[config.mk]
export PLATFORM = sky130hd
export DESIGN_NAME = sev_seg_scan_ctrl_flat
export DESIGN_NICKNAME = d
export VERILOG_FILES = /design/src/rtl/sev_seg_scan_ctrl_if.sv /design/src/rtl/sev_seg_scan_ctrl.sv /design/src/flat_wrapper.sv
export SDC_FILE = /design/constraint.sdc
export NUM_CORES = 1
export LEC_CHECK = 0
export BUFFER_PORTS_ARGS = -buffer_cell sky130_fd_sc_hd__buf_2
export CAP_MARGIN = 20
export CORE_MARGIN = 5
export CORE_UTILIZATION = 49
export CTS_CLUSTER_DIAMETER = 80
export DETAILED_ROUTE_END_ITERATION = 8
export GPL_ROUTABILITY_DRIVEN = 0
export PLACE_DENSITY = 0.66
export REMOVE_ABC_BUFFERS = 1
export SLEW_MARGIN = 20
export SYNTH_ARGS = -nofsm -noshare
export SYNTH_HDL_FRONTEND = slang
export SYNTH_SLANG_ARGS = --single-unit
[constraint.sdc]
create_clock -name clk -period 12.73 [get_ports clk]
set_input_delay 3.819 -clock clk [delete_from_list [all_inputs] [get_ports clk]]
set_output_delay 3.819 -clock clk [all_outputs]
set_load 0.05 [all_outputs]
[src/rtl/sev_seg_scan_ctrl_if.sv]
// Bus bundle for the seven-segment scan controller: shadow-buffer write port,
// swap handshake, frame marker and the registered display drive lines.
interface sev_seg_scan_ctrl_if;
  logic       wr_en;
  logic [2:0] wr_addr;
  logic [3:0] wr_data;
  logic       wr_dp;
  logic       wr_blank;
  logic       swap_req;
  logic       swap_ack;
  logic       frame_tick;
  logic [7:0] out_dis;
  logic [6:0] out_seg;
  logic       out_dp;

  modport master (
    output wr_en, wr_addr, wr_data, wr_dp, wr_blank, swap_req,
    input  swap_ack, frame_tick, out_dis, out_seg, out_dp
  );

  modport slave (
    input  wr_en, wr_addr, wr_data, wr_dp, wr_blank, swap_req,
    output swap_ack, frame_tick, out_dis, out_seg, out_dp
  );
endinterface

[src/rtl/sev_seg_scan_ctrl.sv]
// Eight-digit multiplexed seven-segment scanner with double-buffered digit
// contents. Each digit slot is a BLANK guard phase followed by an ON phase;
// the shadow buffer is copied to the active buffer only at a frame boundary.
//
//   state    | meaning
//   ---------+------------------------------------------------------------
//   ST_BLANK | all anodes off for BLANK_CYC cycles ahead of digit idx
//   ST_ON    | digit idx lit for ON_CYC cycles (dark if its blank flag set)
module sev_seg_scan_ctrl #(
  parameter int ON_CYC    = 100000,
  parameter int BLANK_CYC = 2000
) (
  input  logic                  clk,
  input  logic                  rst,
  sev_seg_scan_ctrl_if.slave    bus
);

  localparam int MAXC = (ON_CYC > BLANK_CYC) ? ON_CYC : BLANK_CYC;
  localparam int CW   = (MAXC > 1) ? $clog2(MAXC) : 1;

  // Entry layout: {blank, dp, data[3:0]}; reset value is a dark digit.
  localparam logic [5:0] ENTRY_RST = 6'b100000;

  typedef enum logic {ST_BLANK, ST_ON} state_t;

  state_t        state, state_n;
  logic [2:0]    idx, idx_n;
  logic [CW-1:0] cnt, cnt_n;
  logic          pending, pending_n;
  logic          boundary, do_swap;
  logic [5:0]    shadow [8];
  logic [5:0]    active [8];
  logic [5:0]    ent_n;
  logic [7:0]    dis_n;
  logic [6:0]    seg_n;
  logic          dp_n;

  function automatic logic [6:0] hex7(input logic [3:0] v);
    case (v)
      4'h0: hex7 = 7'h40;
      4'h1: hex7 = 7'h79;
      4'h2: hex7 = 7'h24;
      4'h3: hex7 = 7'h30;
      4'h4: hex7 = 7'h19;
      4'h5: hex7 = 7'h12;
      4'h6: hex7 = 7'h02;
      4'h7: hex7 = 7'h78;
      4'h8: hex7 = 7'h00;
      4'h9: hex7 = 7'h10;
      4'hA: hex7 = 7'h08;
      4'hB: hex7 = 7'h03;
      4'hC: hex7 = 7'h46;
      4'hD: hex7 = 7'h21;
      4'hE: hex7 = 7'h06;
      default: hex7 = 7'h0E;
    endcase
  endfunction

  // Next-state, swap decision and next output values. Outputs are derived from
  // the next state so the registered drive lines track the FSM without lag.
  always_comb begin
    state_n  = state;
    idx_n    = idx;
    cnt_n    = cnt + CW'(1);
    boundary = 1'b0;
    case (state)
      ST_BLANK: begin
        if (cnt == CW'(BLANK_CYC - 1)) begin
          state_n = ST_ON;
          cnt_n   = '0;
        end
      end
      ST_ON: begin
        if (cnt == CW'(ON_CYC - 1)) begin
          state_n  = ST_BLANK;
          cnt_n    = '0;
          idx_n    = idx + 3'd1;
          boundary = (idx == 3'd7);
        end
      end
      default: begin
        state_n = ST_BLANK;
        cnt_n   = '0;
      end
    endcase

    do_swap   = boundary & (pending | bus.swap_req);
    pending_n = boundary ? 1'b0 : (pending | bus.swap_req);

    // A swap only lands when heading into BLANK, so the current active entry
    // is always the right source for an ON slot.
    ent_n = active[idx_n];
    dis_n = 8'hFF;
    seg_n = 7'h7F;
    dp_n  = 1'b1;
    if (state_n == ST_ON && !ent_n[5]) begin
      dis_n = ~(8'h80 >> idx_n);
      seg_n = hex7(ent_n[3:0]);
      dp_n  = ~ent_n[4];
    end
  end

  // State, buffers, swap bookkeeping and registered outputs.
  always_ff @(posedge clk) begin
    if (rst) begin
      state          <= ST_BLANK;
      idx            <= '0;
      cnt            <= '0;
      pending        <= 1'b0;
      bus.swap_ack   <= 1'b0;
      bus.frame_tick <= 1'b0;
      bus.out_dis    <= 8'hFF;
      bus.out_seg    <= 7'h7F;
      bus.out_dp     <= 1'b1;
      for (int i = 0; i < 8; i++) begin
        shadow[i] <= ENTRY_RST;
        active[i] <= ENTRY_RST;
      end
    end else begin
      state          <= state_n;
      idx            <= idx_n;
      cnt            <= cnt_n;
      pending        <= pending_n;
      bus.swap_ack   <= do_swap;
      bus.frame_tick <= boundary;
      bus.out_dis    <= dis_n;
      bus.out_seg    <= seg_n;
      bus.out_dp     <= dp_n;
      // Copy reads the pre-edge shadow, so a same-cycle write is not included.
      if (do_swap) begin
        for (int i = 0; i < 8; i++) begin
          active[i] <= shadow[i];
        end
      end
      if (bus.wr_en) begin
        shadow[bus.wr_addr] <= {bus.wr_blank, bus.wr_dp, bus.wr_data};
      end
    end
  end

endmodule
[src/flat_wrapper.sv]
// flat-port wrapper written by rule: the top's interface ports become plain ports
module sev_seg_scan_ctrl_flat 
#(
  parameter int ON_CYC    = 100000,
  parameter int BLANK_CYC = 2000
)
  (clk, rst, bus_wr_en, bus_wr_addr, bus_wr_data, bus_wr_dp, bus_wr_blank, bus_swap_req, bus_swap_ack, bus_frame_tick, bus_out_dis, bus_out_seg, bus_out_dp);
  sev_seg_scan_ctrl_if bus_i ();
  input  logic clk;
  input  logic rst;
  input wire logic [$bits(bus_i.wr_en)-1:0] bus_wr_en;
  input wire logic [$bits(bus_i.wr_addr)-1:0] bus_wr_addr;
  input wire logic [$bits(bus_i.wr_data)-1:0] bus_wr_data;
  input wire logic [$bits(bus_i.wr_dp)-1:0] bus_wr_dp;
  input wire logic [$bits(bus_i.wr_blank)-1:0] bus_wr_blank;
  input wire logic [$bits(bus_i.swap_req)-1:0] bus_swap_req;
  output wire logic [$bits(bus_i.swap_ack)-1:0] bus_swap_ack;
  output wire logic [$bits(bus_i.frame_tick)-1:0] bus_frame_tick;
  output wire logic [$bits(bus_i.out_dis)-1:0] bus_out_dis;
  output wire logic [$bits(bus_i.out_seg)-1:0] bus_out_seg;
  output wire logic [$bits(bus_i.out_dp)-1:0] bus_out_dp;
  assign bus_i.wr_en = bus_wr_en;
  assign bus_i.wr_addr = bus_wr_addr;
  assign bus_i.wr_data = bus_wr_data;
  assign bus_i.wr_dp = bus_wr_dp;
  assign bus_i.wr_blank = bus_wr_blank;
  assign bus_i.swap_req = bus_swap_req;
  assign bus_swap_ack = bus_i.swap_ack;
  assign bus_frame_tick = bus_i.frame_tick;
  assign bus_out_dis = bus_i.out_dis;
  assign bus_out_seg = bus_i.out_seg;
  assign bus_out_dp = bus_i.out_dp;
  sev_seg_scan_ctrl #(.ON_CYC(ON_CYC), .BLANK_CYC(BLANK_CYC)) u_core (.clk(clk), .rst(rst), .bus(bus_i));
endmodule
==> flow_summary.yaml <==
yosys:
  netlist_area_um2: 6190
  synthArstFlopShare_pct: 0
  synth-compound-area-share_pct: 9.83
  syn_inst: 506
  synth_top_area_share_pct: 46.6
  synth_fa_ha_area_share_pct: 1.82
  synth_common_cells: "96 x edfxtp_1, 72 x and2_1, 40 x dfxtp_1"
  synth_top_family_by_area: "simple AND/OR/NAND/NOR gates"
  synth_xor_area_share_pct: 2.12
  ys_types: 72
  ys.flop_type: "edfxtp_1"
  ys_top_cells_by_area: "edfxtp_1 47%, dfxtp_1 13%, and2_1 7.3%"
  synth_edf_count: 96
  yosysTopAreaCell: "edfxtp_1"
  ys_seq_area_share_pct: 59.5
  synthMuxAreaShare_pct: 2.63
  yosys.area_share.simple_pct: 21.6
  yosysMostFrequentCell: "edfxtp_1"
  avgSynthCellArea_um2: 12.2
  ys.warnings.count: 0
  synth_seq_cells: 136
setup_path:
  cp_max_fo: 31
  cpPeakStageDelay_ns: 0.61
  r2r-start: "u_core.cnt[0]"
  worst-path-stages: 4
  cp-startpoint: "rst"
  worst_ep_required_time_ns: 12.85
  worstPathCellList: "buf_2 -> or3b_2 -> nor3_1 -> or2_2"
  path_buf_inv: 1
  path_class: "input pin to flop"
  r2r_cells: 14
  cp-start-kind: "input pin"
  endpoint: "u_core.shadow[0][4]"
  reg2reg_slack_ns: 8.83
  r2r-end: "u_core.bus.out_seg[6]"
  cpMaxStageDelayCell: "or3b_2"
  crit_arrival_ns: 5.41
  crit_family: "simple AND/OR/NAND/NOR gates"
  worst_setup_path_end_kind: "flop"
pwr:
  p_comb_share_pct: 2.9
  p_leak_nw: 2.51
  netSwitchingFraction_pct: 20.1
  design_power_total_mw: 1.01
  power_density_nw_per_um2: 143
  p_sw_uw: 203
  ir_drop_mv: 0.0797
  clkPwrFrac_pct: 47.8
  internal_power_uw: 807
  seqPwrFrac_pct: 49.3
finish:
  drive_gt1_share_pct: 17.3
  instances_no_fill: 722
  fillers: 1112
  antenna-diode-count: 0
  syn_to_final_growth_pct: 14.2
  fin_nets: 559
  final_area_um2: 7070
clock_network:
  cts-hold-fix-buffers: 0
  clk_latency_ns: 0.41
  cts_sinks: 136
  post_cts_resized: 0
  clock-root-buffer: "clkbuf_16"
  clockBufferDepth: 2
  postCtsSetupBuffers: 0
  clk_pin_slew_ns: 0.06
  numCtsBuffers: 17
  cts-htree-levels: 4
  cts_tree: "yes"
global_route:
  grt_start_max_net_pins: 49
  track_usage_pct: 17.4
  grt_pass1_wl_um: 19600
  grt_overflow: 0
  antenna_found_initial: 0
  grt_pass1_vias: 3804
timing:
  fin_crit_sh_pct: 41.6
  fin_setup_tns_ns: 0
  final-hold-violation-count: 0
  finalClockSkew_ns: 0.00339
  worst_pin_slew_ns: 0.906
  grt_setup_unrepaired: "no"
  relSlewSlack_pct: 39.5
  min_period_ns: 5.29
  fmax_ghz: 0.189
  drv_slew: 0
  setup_violations: 0
die:
  die_h_um: 122
  num_rows: 41
  initial_core_util_pct: 49.4
  die_area_um2: 15000
  ios: 31
  core_area_um2: 12500
  die_w_um: 122
placement:
  io_buffers: 30
  hpwl_um: 8390
  place_area_um2: 6480
  dp.cells: 690
drt:
  remaining_drc_errors: 0
  wirelength_um: 11800
  vias_per_cell: 5.24
  first_pass_iters: 4
  first_iter_violations: 333
  avgRoutedWirePerCell_um: 16.4
  vias: 3786
  ant_nets: 0
hold_path:
  hold_class: "flop to flop"
job:
  max_cap_viol_count: 0
status:
  outcome: "complete, no violations"
==> flip-flops by register name (all words and copies together), names as in the netlist <==
register / cells
u_core.pending: 1
u_core.idx: 3
u_core.bus.out_dp: 1
u_core.active: 48
u_core.cnt: 17
u_core.shadow: 48
u_core.bus.out_dis: 8
u_core.bus.out_seg: 7
u_core.bus.swap_ack: 1
u_core.bus.frame_tick: 1
u_core.state: 1
==> layout by cell type (no fill, tap or decap), drive strengths merged, types with 13 or more instances in the layout <==
master   n
dfxtp   40
nand3   14
o221ai  13
buf     34
nor2    38
clkbuf  19
nand2b  14
and2    73
edfxtp  96
nor2b   13
nand2   22
==> layout make-up <==
class	count	area [µm²]	share of cell area, %
well taps	172	215	3.05
multi-input cells	339	2370	33.5
flip-flops and latches	136	3680	52.1
clock buffers	19	433	6.13
repair buffers	34	180	2.55
inverters	9	33.8	0.478
clock inverters	13	154	2.18
==> worst min-delay path by stage <==
stage | startpoint | end | slack [ns] | depth (start not counted)
after floorplan | u_core.cnt[0] | u_core.cnt[0] | 0.42 | 1
after global placement | u_core.cnt[0] | u_core.cnt[0] | 0.43 | 1
after detailed placement | u_core.cnt[0] | u_core.cnt[0] | 0.44 | 1
after CTS | u_core.cnt[0] | u_core.cnt[0] | 0.45 | 1
after global routing | u_core.cnt[0] | u_core.cnt[0] | 0.48 | 1
final | u_core.cnt[0] | u_core.cnt[0] | 0.44 | 1
==> power by group through the flow <==
stage	Clock (mW)	Combinational (mW)	Sequential, mW
6_report	0.483	0.0297	0.498
5_1_grt	0.513	0.0333	0.499
4_1_cts	0.492	0.0302	0.498
3_5_place_dp	0	0.0301	0.507
3_3_place_gp	0	0.0292	0.507
2_1_floorplan	0	0.0186	0.504
==> stage by stage <==
stage                     worst slack (ns)  util [%]  hold slack (ns)
after floorplan                       6.13         -            0.418
after global placement                7.13      51.8            0.430
after detailed placement              6.99      51.8            0.439
after CTS                             7.44      56.4            0.452
after global routing                  7.26      56.4            0.480
final                                 7.44      56.4            0.444
==> cell families (layout without fill, tap and decap cells) <==
group | Yosys count | count (layout)
AOI/OAI and AO/OA | 74 | 74
xor gates and xnor gates | 15 | 15
adders and majority gates | 9 | 9
buffers and inverters | 31 | 75
DFF | 136 | 136
muxes | 14 | 14
and+or+nand+nor | 227 | 227
==> routing by layer <==
metal,vias to the layer above,wire length [µm],global-route usage [%]
met5,-,0,0
met4,0,253,7.77
met3,14,584,4.24
met2,85,5560,27.2
met1,1778,5440,23.1
li1,1909,-,-
No activity file was read; power rests on OpenSTA's default activity.
